===== src/rtl/m_seq_popcnt8.sv =====
// rtl/m_seq_popcnt8.sv - 8-bit combinational population count
module m_seq_popcnt8 (
    input  logic [7:0] data,
    output logic [3:0] cnt
);

    always_comb begin
        cnt = '0;
        for (int i = 0; i < 8; i++) begin
            cnt = cnt + {3'b000, data[i]};
        end
    end

endmodule


===== config.mk =====
export PLATFORM = sky130hd
export DESIGN_NAME = m_seq_popcnt8
export DESIGN_NICKNAME = d
export VERILOG_FILES = /design/src/rtl/m_seq_popcnt8.sv
export SDC_FILE = /design/constraint.sdc
export NUM_CORES = 1
export LEC_CHECK = 0
export CAP_MARGIN = 20
export CORE_AREA = 2 2 39 41
export DETAILED_ROUTE_END_ITERATION = 10
export DIE_AREA = 0 0 41 43
export MAX_ROUTING_LAYER = met4
export PLACE_DENSITY = 0.43
export SLEW_MARGIN = 40
export SYNTH_ARGS = -nofsm -noshare
export SYNTH_HDL_FRONTEND = slang
export SYNTH_SLANG_ARGS = --single-unit

===== constraint.sdc =====
create_clock -name vclk -period 4.7
set_input_delay 1.175 -clock vclk [all_inputs]
set_output_delay 1.175 -clock vclk [all_outputs]
set_load 0.02 [all_outputs]

; Yosys cells after proc, flatten, opt, wreduce, memory -nomap -nowiden
; Cells that the tools add are included.
[word_totals]
out_inout_bits = 4
register_bits = 0
in_bits = 8
[classes]
n_addsub = 7
[op_table]
columns = op, count
row1 = adder 4 x 1 -> 4 bit, 4
row2 = adder 3 x 1 -> 4 bit, 1
row3 = adder 2 x 1 -> 3 bit, 1
row4 = adder 1 x 1 -> 2 bit, 1

; Longest topological paths before layout
; Gate-level depths: netlist (run 1).
[depth]
word_depth = 7
ltp_mapped = 9
mapped_depth_nobuf = 9

; Worst setup path after synthesis (run 1)
; Ideal clock, no wire load.
[synth_timing]
path_type = input to output
start = input port data[0]
end = output port cnt[2]
slack_ns = -0.078
arrival_time_ns = 3.603
stages = 9
path_buffers = 0
cell_sequence = inv_1 -> fa_1 -> fa_1 -> fa_1 -> inv_1 -> ha_1 -> inv_1 -> fa_1 -> xnor2_1
[synth_via]
elab_chain_len = 7
[synth_lines]
columns = item, line
row1 = from (decl), 3  ; input logic [7:0] data,
row2 = adder 1 x 1 -> 2 bit, 10  ; cnt = cnt + {3'b000, data[i]};
row3 = adder 2 x 1 -> 3 bit, 10
row4 = adder 3 x 1 -> 4 bit, 10
row5 = adder 4 x 1 -> 4 bit (4 in series), 10
row6 = to (decl), 4  ; output logic [3:0] cnt
; Every way passes these cells.

; Final worst setup path (run 1)
[layout_timing]
start = input port data[1]
end = output port cnt[1]
; The elaborated chain is that of the path after synthesis.

==> results of run 1 <==
==> layout make-up <==
cell class         count  area (um2)
inverters             14        52.6
fillers              165        1040
repair buffers        13         118
multi-input cells     10         150
well taps             16        20.0
==> logic make-up (layout without fill, tap and decap cells) <==
family / Yosys count / after routing
buf+inv: 14 / 27
simple gates: 1 / 1
xor+xnor: 1 / 1
compound gates: 1 / 1
fa+ha+maj: 7 / 7
==> layout by cell type, fill, tap and decap left out <==
master	Yosys	routed
a21oi_1	1	1
buf_2	0	2
buf_4	0	2
buf_6	0	3
clkdlybuf4s50_1	0	5
dlygate4sd2_1	0	1
fa_1	4	3
fa_2	0	1
ha_1	3	2
ha_2	0	1
inv_1	14	10
inv_2	0	4
nor2b_1	1	1
xnor2_2	0	1
==> repair_timing <==
action / in CTS / in global routing
gates resized for setup: 32 / 1
setup endpoints to repair: 4 / 3
setup buffers: 1 / 0
pin swaps: 4 / 4
==> cell usage after synthesis (all sizes together) <==
cell type  number  area, um2
ha              3       37.5
xnor2           1       8.76
inv            14       52.6
nor2b           1       6.26
a21oi           1       5.00
fa              4       80.1
==> through the flow <==
step | setup WS, ns | hold WS [ns] | util (%) | setup TNS [ns]
finish | -0.0879 | 3.18 | 24.6 | -0.141
floorplan | 0.0176 | 2.56 | - | 0
CTS | -0.204 | 3.20 | 24.1 | -0.386
global placement | -1.00 | 3.53 | 24.4 | -3.05
detailed placement | -0.991 | 3.52 | 24.4 | -3.03
global route | -0.199 | 3.23 | 24.6 | -0.369
==> how the worst max path moves through the flow <==
stage / startpoint / endpoint
2_1_floorplan: data[0] / cnt[2]
3_3_place_gp: data[0] / cnt[2]
3_5_place_dp: data[0] / cnt[2]
4_1_cts: data[3] / cnt[1]
5_1_grt: data[1] / cnt[1]
6_report: data[1] / cnt[1]
==> power by group through the flow <==
| stage | registers, mW | clock network (mW) | logic (mW) |
|---|---|---|---|
| floorplan | 0 | 0 | 0.0537 |
| detailed placement | 0 | 0 | 0.0885 |
| global route | 0 | 0 | 0.102 |
| CTS | 0 | 0 | 0.0930 |
| global placement | 0 | 0 | 0.0889 |
| finish | 0 | 0 | 0.0908 |
==> layer usage <==
layer	up-vias	GRT usage [%]	wire length, um
met5	-	-	0
met4	0	0	0
met3	0	0	35
met2	8	5.63	123
met1	74	5.16	147
li1	88	-	-
==> results.ini, run 1 <==
[route]
vias=170
vias_per_cell=3.21
dr.pass1.iters=2
wl_per_cell_um=5.75
drc=0
wirelength_um=305
ant_nets=0
drtIter0Drc=1

[sta]
tightest_slew_ns=0.203
fmax_mhz=209
slew_viol_final=0
fin_ws_ns=-0.0879
finalCritPeriodShare_pct=102
rsz0062_at_grt=yes
relSlewSlack_pct=86.5
finalSetupViolations=2
hold_viol=0
fin_crit_ns=4.79

[placed_design]
io_buffers=12
hpwl_um=281
place_inst=52
placed_area_um2=338
finalWeightedCongestion=0.577

[logic_synthesis]
synth_cell_type_count=6
synth_xor_area_share_pct=4.61
yosys.area_share.simple_pct=3.29
synthMuxAreaShare_pct=0
synth_fa_ha_area_share_pct=61.8
synth_nets=39
avgSynthCellArea_um2=7.92
ys_seq_area_share_pct=0
ys_warn_count=0
synth_compound_area_share_pct=2.63
syn_inst=24
netlist_area_um2=190
synth_top_family_by_area=adder cells

[final_layout]
instances_no_fill=53
design_area_um2=340
seq_cells=0
drive_above_1_share_pct=37.8
antenna_cells=0
seqCellArea_um2=0
nClkBuffers=0
nNetsFinal=54
synthToLayoutAreaGrowth_pct=78.9

[floorplanning]
rows=14
dieArea_um2=1760
core_um2=1380
start_util_pct=13.7
die_h_um=43
pin_count=12
fp.dieW_um=41

[worst_setup_path]
worstPathCellList=buf_6, inv_2, fa_1, fa_1, fa_1, inv_1, ha_2, inv_2, fa_2, inv_2, buf_6
arrival_ns=3.61
critPathRequiredTime_ns=3.52
cp_slowest_cell=fa_1
start_kind=primary input
worst_setup_path_end_kind=primary output
crit_cells=11
path_buf_inv=6
slowest_delay_ns=0.54
cp_top_family=adder cells
path_class=in -> out
crit_path_max_fanout=2

[power]
net-switching-power_uw=44.7
ir_worst_vdd_v=0.0000837
finalPower_uw=90.8
combPwrFrac_pct=100.0
leakage_nw=0.191
cellPowerDensity_nw_per_um2=267
p_sw_share_pct=49.2
p_seq_share_pct=0
p_int_uw=46.1
power_frac_clock_pct=0

[grt]
gr-total-overflow=0
grt_pass1_wl_um=469
grt_max_degree=3
grt_use_total_pct=3.50
grt_pass1_vias=136
antenna_found_initial=0

[run_status]
status=complete, but fails checks
violations=setup timing

[min_path]
hold_end=cnt[2]
hold_path_startpoint=data[3]
whs_path_depth=7
hp-class=in -> out

[clock_network]
hold_buffers=0

[flow_run]
drv_cap=0

Power figures use the tool's default switching activity.
==> inputs of run 2 (changes only) <==
Settings changed: ABC_AREA set to 1, CAP_MARGIN 20 to unset, PLACE_DENSITY 0.43 to 0.44.
==> results.ini, run 2 <==
[grt]
antenna_found_initial=0  ; unchanged
grt_use_total_pct=3.71  ; +0.21 points
grt_busiest_layer=met1
gr-total-overflow=0  ; unchanged
grt_pass1_vias=140  ; +2.9%
use_met2_pct=5.31  ; -0.31 points
grt_use_met1_pct=6.13  ; +0.97 points
grt_max_degree=5  ; +2
grt_util_met3_pct=0  ; unchanged
grt_pass1_wl_um=489  ; +4.3%

[final_layout]
synthToLayoutAreaGrowth_pct=75.8
final_cell_mix=10 x inv_1, 6 x inv_2, 5 x nand2_1, 5 x clkdlybuf4s50_1, 4 x buf_6
utilization_pct=25.6  ; +0.99 points
nClkBuffers=0  ; unchanged
nFillCells=160  ; -3.0%
seqCellArea_um2=0  ; unchanged
nNetsFinal=59  ; +9.3%
drive_above_1_share_pct=35.7  ; -2.1 points
instances_no_fill=58  ; +9.4%
final_common_cell=inv_1
seq_cells=0  ; unchanged
antenna_cells=0  ; unchanged
multi_input_area_um2=146  ; -2.5%
design_area_um2=354  ; +4.0%

[sta]
fin_tns_setup_ns=-0.119  ; +0.0219 ns
fin_hold_ws_ns=3.16  ; -0.0197 ns
tightest_slew_ns=0.203  ; -0.000763 ns
finalSetupViolations=2  ; unchanged
slew_viol_final=0  ; unchanged
rsz0062_at_grt=yes
fmax_mhz=209  ; about the same
fin_crit_ns=4.79  ; +0.00104 ns
fin_ws_ns=-0.0890  ; -0.00104 ns
relSlewSlack_pct=86.5  ; about the same
finalCritPeriodShare_pct=102  ; about the same
hold_viol=0  ; unchanged

[logic_synthesis]
ys_warn_count=0  ; unchanged
synth_top_area_share_pct=39.8  ; -2.4 points
yosysTopAreaCell=fa_1
synthTopCellsByCount=16 x inv_1, 5 x nand2_1, 4 x fa_1
synth_nets=44  ; +13%
synth_area_leaders=fa_1 40%, inv_1 30%, ha_1 19%
yosysMostFrequentCell=inv_1
netlist_area_um2=201  ; +5.9%
syn_inst=29  ; +21%
avgSynthCellArea_um2=6.95  ; -12%
ys_seq_area_share_pct=0  ; unchanged
synth_cell_type_count=5  ; -1

[flow_run]
drv_cap=0  ; unchanged

[power]
p_seq_share_pct=0  ; unchanged
combPwrFrac_pct=100.0  ; about the same
p_sw_share_pct=50.4  ; +1.2 points
finalPower_uw=90.5  ; -0.36%
leakage_nw=0.204  ; +6.5%
p_int_uw=44.9  ; -2.7%
net-switching-power_uw=45.6  ; +2.0%
cellPowerDensity_nw_per_um2=256  ; -4.2%
power_frac_clock_pct=0  ; unchanged
ir_worst_vdd_v=0.0000833  ; -0.49%

[route]
drc=0  ; unchanged
wirelength_um=348  ; +14%
wl_per_cell_um=6.00  ; +4.3%
drtIter0Drc=1  ; unchanged
vias=194  ; +14%
vias_per_cell=3.34  ; +4.3%
ant_nets=0  ; unchanged
dr.pass1.iters=2  ; unchanged

[worst_setup_path]
cp_top_family=adder cells
arrival_ns=3.61  ; about the same
worst_setup_path_end_kind=primary output
critPathRequiredTime_ns=3.52  ; about the same
cp_slowest_cell=fa_1
path_class=in -> out
worstPathCellList=buf_6, inv_2, fa_1, fa_1, fa_1, inv_1, ha_2, inv_2, fa_2, inv_2, buf_6
path_buf_inv=6  ; unchanged
start_kind=primary input
slowest_delay_ns=0.54  ; about the same
crit_path_max_fanout=2  ; unchanged

[floorplanning]
rows=14  ; unchanged
core_um2=1380  ; unchanged
start_util_pct=14.6  ; +0.81 points
pin_count=12  ; unchanged
die_h_um=43  ; unchanged
fp.dieW_um=41  ; unchanged
dieArea_um2=1760  ; unchanged

[run_status]
violations=setup timing
status=complete, but fails checks

[min_path]
whs_path_depth=8  ; +1
hp-class=in -> out
hold_path_startpoint=data[0]
hold_end=cnt[2]

[placed_design]
hpwl_um=310  ; +10%
place_inst=58  ; +12%
placed_area_um2=349  ; +3.3%
finalWeightedCongestion=0.687  ; +19%
pre_cts_ws_ns=-0.965  ; +0.0266 ns
io_buffers=12  ; unchanged

[clock_network]
post_cts_buffers=0  ; -1

==> run 2: cell types whose count changed in the layout (fill, tap and decap cells not counted) <==
cell	previous run	this run
a21oi_1	1	0
buf_2	2	1
buf_4	2	1
buf_6	3	4
clkdlybuf4s15_2	0	1
inv_2	4	6
nand2_1	0	5
nand3_1	0	1
nor2b_1	1	0
xnor2_2	1	0
==> run 2: cell type report <==
type / instances / area share [%]
Multi-Input combinational cell: 13 / 41.3
Tap cell: 16 / 5.65
Timing Repair Buffer: 13 / 36.0
Inverter: 16 / 17.0
==> run 2: how the worst max path moves through the flow <==
| stage | from | to | slack [ns] | cells after the start |
|---|---|---|---|---|
| 3_3_place_gp | data[0] | cnt[2] | -0.97 | 13 |
| 4_1_cts | data[3] | cnt[1] | -0.20 | 11 |
| 5_1_grt | data[3] | cnt[1] | -0.16 | 11 |
| 3_5_place_dp | data[0] | cnt[2] | -0.96 | 13 |
| 6_report | data[3] | cnt[1] | -0.09 | 11 |
| 2_1_floorplan | data[0] | cnt[1] | 0.05 | 9 |
==> run 2: what timing repair did <==
action	in CTS	in global routing
pin swaps	4	4
resized for setup	32	3
setup endpoints to repair	4	3
hold buffers	0	0
==> run 2: cells by family after synthesis <==
logic type | synth area share [%]
buffers and inverters | 29.8
adder cells (fa/ha/maj) | 58.4
AND/OR/NAND/NOR | 11.8
==> run 2: tightest hold or removal path, stage by stage <==
cell and delay [ns]:
buf_6 0.09, inv_2 0.04, fa_1 0.16, inv_1 0.04, ha_1 0.23, nand2_1 0.07
nand2_1 0.06, buf_6 0.13
==> run 2: power by group through the flow <==
stage | Sequential, mW | Clock [mW] | Combinational, mW
2_1_floorplan | 0 | 0 | 0.0494
3_3_place_gp | 0 | 0 | 0.0860
3_5_place_dp | 0 | 0 | 0.0864
4_1_cts | 0 | 0 | 0.0911
5_1_grt | 0 | 0 | 0.101
6_report | 0 | 0 | 0.0905
==> run 2: routing by layer <==
metal	vias to the layer above	routed length [um]
li1	101	-
met1	87	169
met4	0	0
met2	6	146
met3	0	33
met5	-	0
==> inputs of run 3 (changes only) <==
Settings changed: MAX_ROUTING_LAYER met4 to unset.
==> results of run 3 <==
The final DEF is identical to that of run 2; final timing and power are the same.
Main changes from that run: final weighted congestion in routability-driven placement 0.687 -> 0.680; overall routing resource usage 3.71% -> 3.62%
